<file path="src/rtl/cam_bt656_decoder.sv">
// BT.656 embedded-sync decoder.
// Finds FF 00 00 XY timing codes in the camera byte stream and turns them into
// hsync/vsync/field strobes aligned with a 4-cycle delayed copy of the stream.
// Bytes pass through a 4-deep delay line. This gives the decoder enough
// lookahead to strip a code's preamble from hsync once the XY byte is accepted.
// Optional feature: define CAM_BT656_ECC_EN to check the XY protection bits.
// Ports:
//   s_cam_clk_dft  camera pixel clock
//   rstn_i         async active-low reset
//   cfg_en_i       decoder enable (other clock domain, synchronised here)
//   cam_data_i     raw byte stream with embedded sync codes
//   cam_data_o     cam_data_i delayed by 4 cycles
//   cam_hsync_o    high on active-video output bytes
//   cam_vsync_o    V flag of last accepted code
//   cam_field_o    F flag of last accepted code
//   line_len_o     active bytes in the last completed line
//   seq_err_o      one-cycle timing-sequence error pulse
//   ecc_err_o      one-cycle protection-bit error pulse
module cam_bt656_decoder (
  input  logic        s_cam_clk_dft,
  input  logic        rstn_i,
  input  logic        cfg_en_i,
  input  logic [7:0]  cam_data_i,
  output logic [7:0]  cam_data_o,
  output logic        cam_hsync_o,
  output logic        cam_vsync_o,
  output logic        cam_field_o,
  output logic [15:0] line_len_o,
  output logic        seq_err_o,
  output logic        ecc_err_o
);

  localparam int unsigned DW  = 8;
  localparam int unsigned CW  = 16;
  localparam int unsigned DLY = 4;
  localparam int unsigned PRE = 3;
  localparam logic [CW-1:0] CNT_MAX = '1;

  typedef enum logic [1:0] {SRCH, FF1, Z1, Z2} state_t;

  state_t                  state, state_nxt;
  logic [1:0]              en_sync;
  logic                    en_s;
  logic [DLY-1:0][DW-1:0]  dly;
  logic [DLY-1:0]          tag;
  logic                    line_open;
  logic [CW-1:0]           cnt;

  logic is_ff_c, is_00_c, xy_c, ecc_ok_c;
  logic acc_c, sav_c, eav_c, cont_c, bad_bit7_c, bad_ecc_c;
  logic f_c, v_c, h_c;
`ifdef CAM_BT656_ECC_EN
  logic [3:0] p_exp_c;
`endif

  assign en_s = en_sync[1];

  // Enable synchroniser
  always_ff @(posedge s_cam_clk_dft or negedge rstn_i) begin
    if (!rstn_i) en_sync <= '0;
    else         en_sync <= {en_sync[0], cfg_en_i};
  end

  // Sync-code detector state register
  always_ff @(posedge s_cam_clk_dft or negedge rstn_i) begin
    if (!rstn_i) state <= SRCH;
    else         state <= state_nxt;
  end

  // Next state and code classification of the current input byte
  always_comb begin
    state_nxt  = SRCH;
    xy_c       = 1'b0;
    ecc_ok_c   = 1'b1;
    is_ff_c    = (cam_data_i == 8'hFF);
    is_00_c    = (cam_data_i == 8'h00);
    f_c        = cam_data_i[6];
    v_c        = cam_data_i[5];
    h_c        = cam_data_i[4];
`ifdef CAM_BT656_ECC_EN
    p_exp_c    = {v_c ^ h_c, f_c ^ h_c, f_c ^ v_c, f_c ^ v_c ^ h_c};
`endif
    if (en_s) begin
      case (state)
        SRCH:    if (is_ff_c) state_nxt = FF1;
        FF1:     if (is_00_c) state_nxt = Z1;
                 else if (is_ff_c) state_nxt = FF1;
        Z1:      if (is_00_c) state_nxt = Z2;
                 else if (is_ff_c) state_nxt = FF1;
        Z2:      xy_c = 1'b1;
        default: state_nxt = SRCH;
      endcase
    end
`ifdef CAM_BT656_ECC_EN
    ecc_ok_c   = (cam_data_i[3:0] == p_exp_c);
`endif
    bad_bit7_c = xy_c & ~cam_data_i[7];
    acc_c      = xy_c & cam_data_i[7] & ecc_ok_c;
    bad_ecc_c  = xy_c & cam_data_i[7] & ~ecc_ok_c;
    sav_c      = acc_c & ~h_c;
    eav_c      = acc_c & h_c;
    // SAV inside an open line restarts it without a gap in hsync
    cont_c     = sav_c & ~v_c & line_open;
  end

  // Byte delay line with per-byte active tag
  always_ff @(posedge s_cam_clk_dft or negedge rstn_i) begin
    if (!rstn_i) begin
      dly <= '0;
      tag <= '0;
    end else begin
      dly <= {dly[DLY-2:0], cam_data_i};
      if (!en_s)
        tag <= '0;
      else if (acc_c && !cont_c)
        tag <= '0;  // preamble sits in stages 0..2, XY is entering: none active
      else
        tag <= {tag[DLY-2:0], line_open};
    end
  end

  assign cam_data_o  = dly[DLY-1];
  assign cam_hsync_o = tag[DLY-1];

  // Line tracking, flags and error pulses
  always_ff @(posedge s_cam_clk_dft or negedge rstn_i) begin
    if (!rstn_i) begin
      line_open   <= 1'b0;
      cnt         <= '0;
      cam_vsync_o <= 1'b0;
      cam_field_o <= 1'b0;
      line_len_o  <= '0;
      seq_err_o   <= 1'b0;
      ecc_err_o   <= 1'b0;
    end else begin
      seq_err_o <= bad_bit7_c | (sav_c & line_open) | (eav_c & ~line_open);
      ecc_err_o <= bad_ecc_c;
      if (!en_s) begin
        line_open   <= 1'b0;
        cnt         <= '0;
        cam_vsync_o <= 1'b0;
        cam_field_o <= 1'b0;
      end else if (acc_c) begin
        cam_vsync_o <= v_c;
        cam_field_o <= f_c;
        if (sav_c) begin
          cnt       <= '0;
          line_open <= ~v_c;
        end else begin
          line_open <= 1'b0;
          // the code's own preamble was counted while the line was open
          if (line_open) begin
            if (cnt == CNT_MAX)      line_len_o <= CNT_MAX;
            else if (cnt >= CW'(PRE)) line_len_o <= cnt - CW'(PRE);
            else                     line_len_o <= '0;
          end
        end
      end else if (line_open && cnt != CNT_MAX) begin
        cnt <= cnt + CW'(1);
      end
    end
  end

endmodule

</file>
<file path="config.mk">
export PLATFORM = sky130hd
export DESIGN_NAME = cam_bt656_decoder
export DESIGN_NICKNAME = d
export VERILOG_FILES = /design/src/rtl/cam_bt656_decoder.sv
export SDC_FILE = /design/constraint.sdc
export NUM_CORES = 1
export LEC_CHECK = 0
export ABC_AREA = 1
export BUFFER_PORTS_ARGS = -buffer_cell sky130_fd_sc_hd__buf_2
export CORE_MARGIN = 3
export CORE_UTILIZATION = 30
export DETAILED_ROUTE_END_ITERATION = 8
export PLACE_DENSITY = 0.58
export SLEW_MARGIN = 20
export SYNTH_ARGS = -nofsm -noshare
export SYNTH_HDL_FRONTEND = slang
export SYNTH_SLANG_ARGS = --single-unit
</file>
<file path="constraint.sdc">
create_clock -name s_cam_clk_dft -period 3.3 [get_ports s_cam_clk_dft]
set_input_delay 0 -clock s_cam_clk_dft [delete_from_list [all_inputs] [get_ports s_cam_clk_dft]]
set_output_delay 0 -clock s_cam_clk_dft [all_outputs]
set_load 0.01 [all_outputs]
</file>
# After elaboration in Yosys (flattened, before gate mapping)
# Cells that the tools add are included.
[op_classes] reduce_logical=7 eq_ne=9 magnitude_cmp=1 n_mux=22 add_sub_neg=2 n_bitwise=15
[op_table] cell="two-way mux 16 bit" n=6
[op_table] cell="adder 16 x 1 -> 16 bit (second input constant)" n=1
[op_table] cell="equality test 16 bit (second input constant)" n=1
[op_table] cell=">= comparator 16 x 2 -> 1 bit (second input constant)" n=1
[op_table] cell="inequality test 16 bit (second input constant)" n=1
[op_table] cell="subtractor 16 x 2 -> 16 bit (second input constant)" n=1
[op_table] cell="two-way mux 1 bit" n=10
[op_table] cell="AND 1 bit" n=8
[op_table] cell="equality test 8 bit (second input constant)" n=1
[op_table] cell="logical NOT 8 bit" n=1
[op_table] cell="two-way mux 4 bit" n=2
[op_table] cell="two-way mux 2 bit" n=3
[op_table] cell="case mux 2 bit (3 select lines)" n=1
[op_table] cell="inverter 1 bit" n=5
[op_table] cell="equality test 2 bit (second input constant)" n=2
[op_table] cell="AND reduction 4 bit" n=1
[op_table] cell="inequality test 3 x 1 -> 1 bit (second input constant)" n=1
[op_table] cell="inequality test 3 x 2 -> 1 bit (second input constant)" n=1
[op_table] cell="equality test 2 x 1 -> 1 bit (second input constant)" n=1
[op_table] cell="logical AND 1 bit" n=2
[op_table] cell="logical NOT 2 bit" n=1
[op_table] cell="inequality test 2 x 1 -> 1 bit (second input constant)" n=1
[op_table] cell="bitwise OR 1 bit" n=2
[op_table] cell="AND reduction 2 bit" n=1
[op_table] cell="logical NOT 1 bit" n=1
[word_totals] output_inout_bits=29 inputBits=11 elab_cells=69 register_bits=76

# Longest topological paths before layout
[logic_depth] depth_word=11 ltp_mapped=11 mapped_depth_nobuf=10

# Worst setup path before layout
# OpenSTA, ideal clock, no wires.
[synth_path] path_type="reg-to-reg" from="register cnt[0]" to="register line_len_o[13]" n_path_buf=1 arrival_time_ps=1574 path_stages_with_launch=11 period_less_slack_ps=1693 path_slack_ps=1607 path_cell_list="dfrtp_1 -> ha_1 -> nor2_1 -> nand2_1 -> nor2_1 -> nand2_1 -> nor2_2 -> inv_2 -> buf_6 -> nand4_1 -> nand2_1"
[synth_between] elab_chain_len=3
[synth_lines] item="start, declared" line_no="47" source="logic [CW-1:0] cnt;"
[synth_lines] item="start signal, assigned" line_no="159" source="cnt <= cnt + CW'(1);"
[synth_lines] item="subtractor 16 x 2 -> 16 bit or >= comparator 16 x 2 -> 1 bit (tied branches)" line_no="154" source="else if (cnt >= CW'(PRE)) line_len_o <= cnt - CW'(PRE);"
[synth_lines] item="two-way mux 16 bit" line_no="154"
[synth_lines] item="two-way mux 16 bit *" line_no="153" source="if (cnt == CNT_MAX) line_len_o <= CNT_MAX;"
[synth_lines] item="end signal, assigned" line_no="154"
[synth_lines] item="end, declared" line_no="28" source="output logic [15:0] line_len_o,"
# Every way passes the cells marked *; elsewhere a longest branch is shown, timed or not.
# A chain may end at the register's enable or synchronous reset.

# Final worst setup path
[layout_path] from="register en_sync[1]" to="register line_len_o[13]"
[layout_between] elab_chain_len=5
[layout_lines] item="start, declared" line_no="42" source="logic [1:0] en_sync;"
[layout_lines] item="start signal, assigned" line_no="61" source="else en_sync <= {en_sync[0], cfg_en_i};"
[layout_lines] item="two-way mux 1 bit" line_no="83" source="if (en_s) begin"
[layout_lines] item="AND 1 bit"
[layout_lines] item="AND 1 bit" line_no="100" source="sav_c = acc_c & ~h_c;"
[layout_lines] item="inverter 1 bit (no line)"
[layout_lines] item="AND reduction 4 bit (no line) *"
# Marks and branches as above.

==> results.yml <==
worst_hold_path:
  worstHoldEndpoint: "en_sync[0]"
  min_path_type: "in -> reg"
  hold_start: "cfg_en_i"
  whs_path_depth: 2
synth:
  synth.yosys.warnings: 0
  synth_flop_cell: "dfrtp_1"
  yosys-top-cells-area: "dfrtp_1, nand2_1, nand3_1, nor2_1, inv_1"
  synthCells: 413
  synth-edff-count: 0
  yosysTopAreaCellShare_pct: 54.02
  async_flop_share_pct: 100.0
  synth.distinct_cells: 32
  syn_area_per_cell_um2: 8.525
  synth_area_leader_cell: "dfrtp_1"
  post-synth-top-count-cell: "nand2_1"
  syn_area_mm2: 0.003521
  ys_seq_elements: 76
  ys_top_cells_by_count: "nand2_1, dfrtp_1, nand3_1, nor2_1, inv_1"
  synth.yosys.seq_area_share_pct: 54.02
  syn_nets: 425
clock_network:
  cts_tree: "built"
  htreeDepth: 3
  clk_pin_slew_ns: 0.06
  clockBufferDepth: 2
  cts_buffers: 9
  post_cts_buffers: 0
  postCtsResizedCells: 0
  insertion_delay_ns: 0.33
  clock_sinks: 76
  cts-root-buf: "clkbuf_16"
cells_and_area:
  fin_cells: 592
  diodes: 0
  num-nets-final: 459
  utilization_pct: 36.94
  synthToLayoutAreaGrowth_pct: 17.24
  fillerInstances: 1088
  drive_above_1_share_pct: 16.59
  design_area_mm2: 0.004128
route:
  drt-total-wl_um: 7667
  wl_per_cell_um: 12.95
  viasPerCell: 4.645
  antenna_left: 0
  drcViolationCount: 0
  first_pass_iters: 5
  drtIter0Drc: 166
  dr_total_vias: 2750
setup_path:
  cp.arrival_ns: 2.22
  r2r_cells: 8
  endpoint_kind: "register"
  start_kind: "register"
  reg2reg_slack_ns: 1.29
  worst_path_max_delay_cell: "dfrtp_1"
  worstPathCellList: "inv_2 > nor2_4 > nand2_4 > nor2_4 > nand2_2 > clkinv_1 > nand4_1 > nand2_1"
  slowest_delay_ns: 0.54
  worst_path_dominant_cell_family: "simple AND/OR/NAND/NOR gates"
  crit_type: "reg -> reg"
  required_ns: 3.51
  crit_buf_inv: 2
  r2r_end: "line_len_o[13]"
  crit_fanout: 23
  cpMostUsedCell: "nor2_4"
  r2r_start: "en_sync[1]"
global_route:
  track_usage_pct: 12.71
  grt_pass1_wl_um: 13400
  antenna_found_initial: 0
  grt_pass1_vias: 2737
  grt_max_degree: 77
  overflow: 0
power:
  p_leak_nw: 2.005
  ir_drop_mv: 0.3549
  power_density_mw_per_mm2: 504.5
timing:
  maxSlewHeadroom_pct: 37.87
  fin_setup_tns_ns: 0
  fin_crit_sh_pct: 60.80
  whs_ns: 0.3131
  setup_viol: 0
  rsz0062_at_grt: "false"
  tightest_slew_ns: 0.9320
  fin_crit_ns: 2.006
  slew_viol_final: 0
  clock-skew-final_ns: 0.007166
  clock.fmax_mhz: 498.4
  finalHoldViolations: 0
outcome:
  status: "completed"
floorplan:
  placementRows: 38
  die_h_um: 114.3
  core-area_mm2: 0.01117
  design.portCount: 40
  dieArea_mm2: 0.01307
  start_util_pct: 31.51
  fp.dieW_um: 114.3
placement:
  port_buffers: 38
  gp_congestion: 0.8951
  dpl_cell_area_mm2: 0.003726
  place_hpwl_um: 5268
  dp.cells: 566
job:
  maxCapViolCount: 0
-- sequential cells by signal (all words and copies together), names as in the netlist --
name and count:
line_len_o 16, dly 24, tag 4, cnt 16, cam_vsync_o 1, line_open 1, cam_field_o 1, en_sync 2
state 2, seq_err_o 1, cam_data_o 8
-- how the worst max path moves through the flow --
stage	from	endpoint	slack [ns]	depth (start not counted)
after global placement	en_sync[1]	line_len_o[15]	1.33	8
final	en_sync[1]	line_len_o[13]	1.29	8
after detailed placement	en_sync[1]	line_len_o[13]	1.29	8
after CTS	en_sync[1]	line_len_o[13]	1.28	8
after floorplan	cnt[0]	line_len_o[13]	1.61	10
after global routing	en_sync[1]	line_len_o[13]	1.11	8
-- per-stage QoR --
stage | power, mW | worst slack [ns]
final | 2.083 | 1.294
after global routing | 2.174 | 1.107
after CTS | 2.108 | 1.279
after detailed placement | 1.107 | 1.292
after global placement | 1.106 | 1.326
after floorplan | 1.067 | 1.607
-- what timing repair did --
action,CTS,global route
endpoints found under the hold margin,87,0
endpoints found under the setup margin,0,0
hold buffers,10,0
-- area by class of cell --
| class | instances | area, um^2 | share of cell area, % |
|---|---|---|---|
| sequential | 76 | 1902 | 46.07 |
| multi-input combinational | 279 | 1333 | 32.28 |
| timing repair buffer | 48 | 292.8 | 7.093 |
| clock buffer | 10 | 229.0 | 5.547 |
| tap | 140 | 175.2 | 4.244 |
| inverter | 33 | 123.9 | 3.001 |
| clock inverter | 6 | 72.57 | 1.758 |
-- cells in the final DEF (no fill, tap or decap), types with 4 or more instances in the layout --
cell type	count
dlygate4sd3_1	10
nand2_1	111
nand2_2	4
nor2_1	50
nand4_1	12
dfrtp_1	76
xor2_1	8
nor2_2	4
inv_2	5
o21ai_0	12
buf_2	37
inv_1	26
clkbuf_16	9
nand3_1	50
-- layer usage --
metal	track usage (%)	vias up	share of wire [%]
met5	0	-	0
met4	3.642	0	1.0
met3	3.330	7	5.9
met2	19.71	71	45
met1	17.55	1292	48
li1	-	1380	-
-- kinds of logic after synthesis --
kind of cell | Yosys count | share of synthesized area, %
DFF | 76 | 54.02
buffers and inverters | 58 | 8.138
xor gates and xnor gates | 8 | 1.990
AOI/OAI and AO/OA | 25 | 4.086
adders and majority gates | 1 | 0.3553
and+or+nand+nor | 244 | 31.31
other | 1 | 0.1065
-- worst reg2reg max path: stages, from the launching register on --
cell and delay (ns):
dfrtp_1 0.54, inv_2 0.21, nor2_4 0.07, nand2_4 0.11, nor2_4 0.05, nand2_2 0.30, clkinv_1 0.36, nand4_1 0.19
nand2_1 0.06
-- power breakdown --
group          internal, mW  switching [mW]
registers             0.957          0.0139
clock network         0.592           0.391
logic                0.0399          0.0884
total                  1.59           0.494
Note: power is estimated with default switching activity, not from simulation.
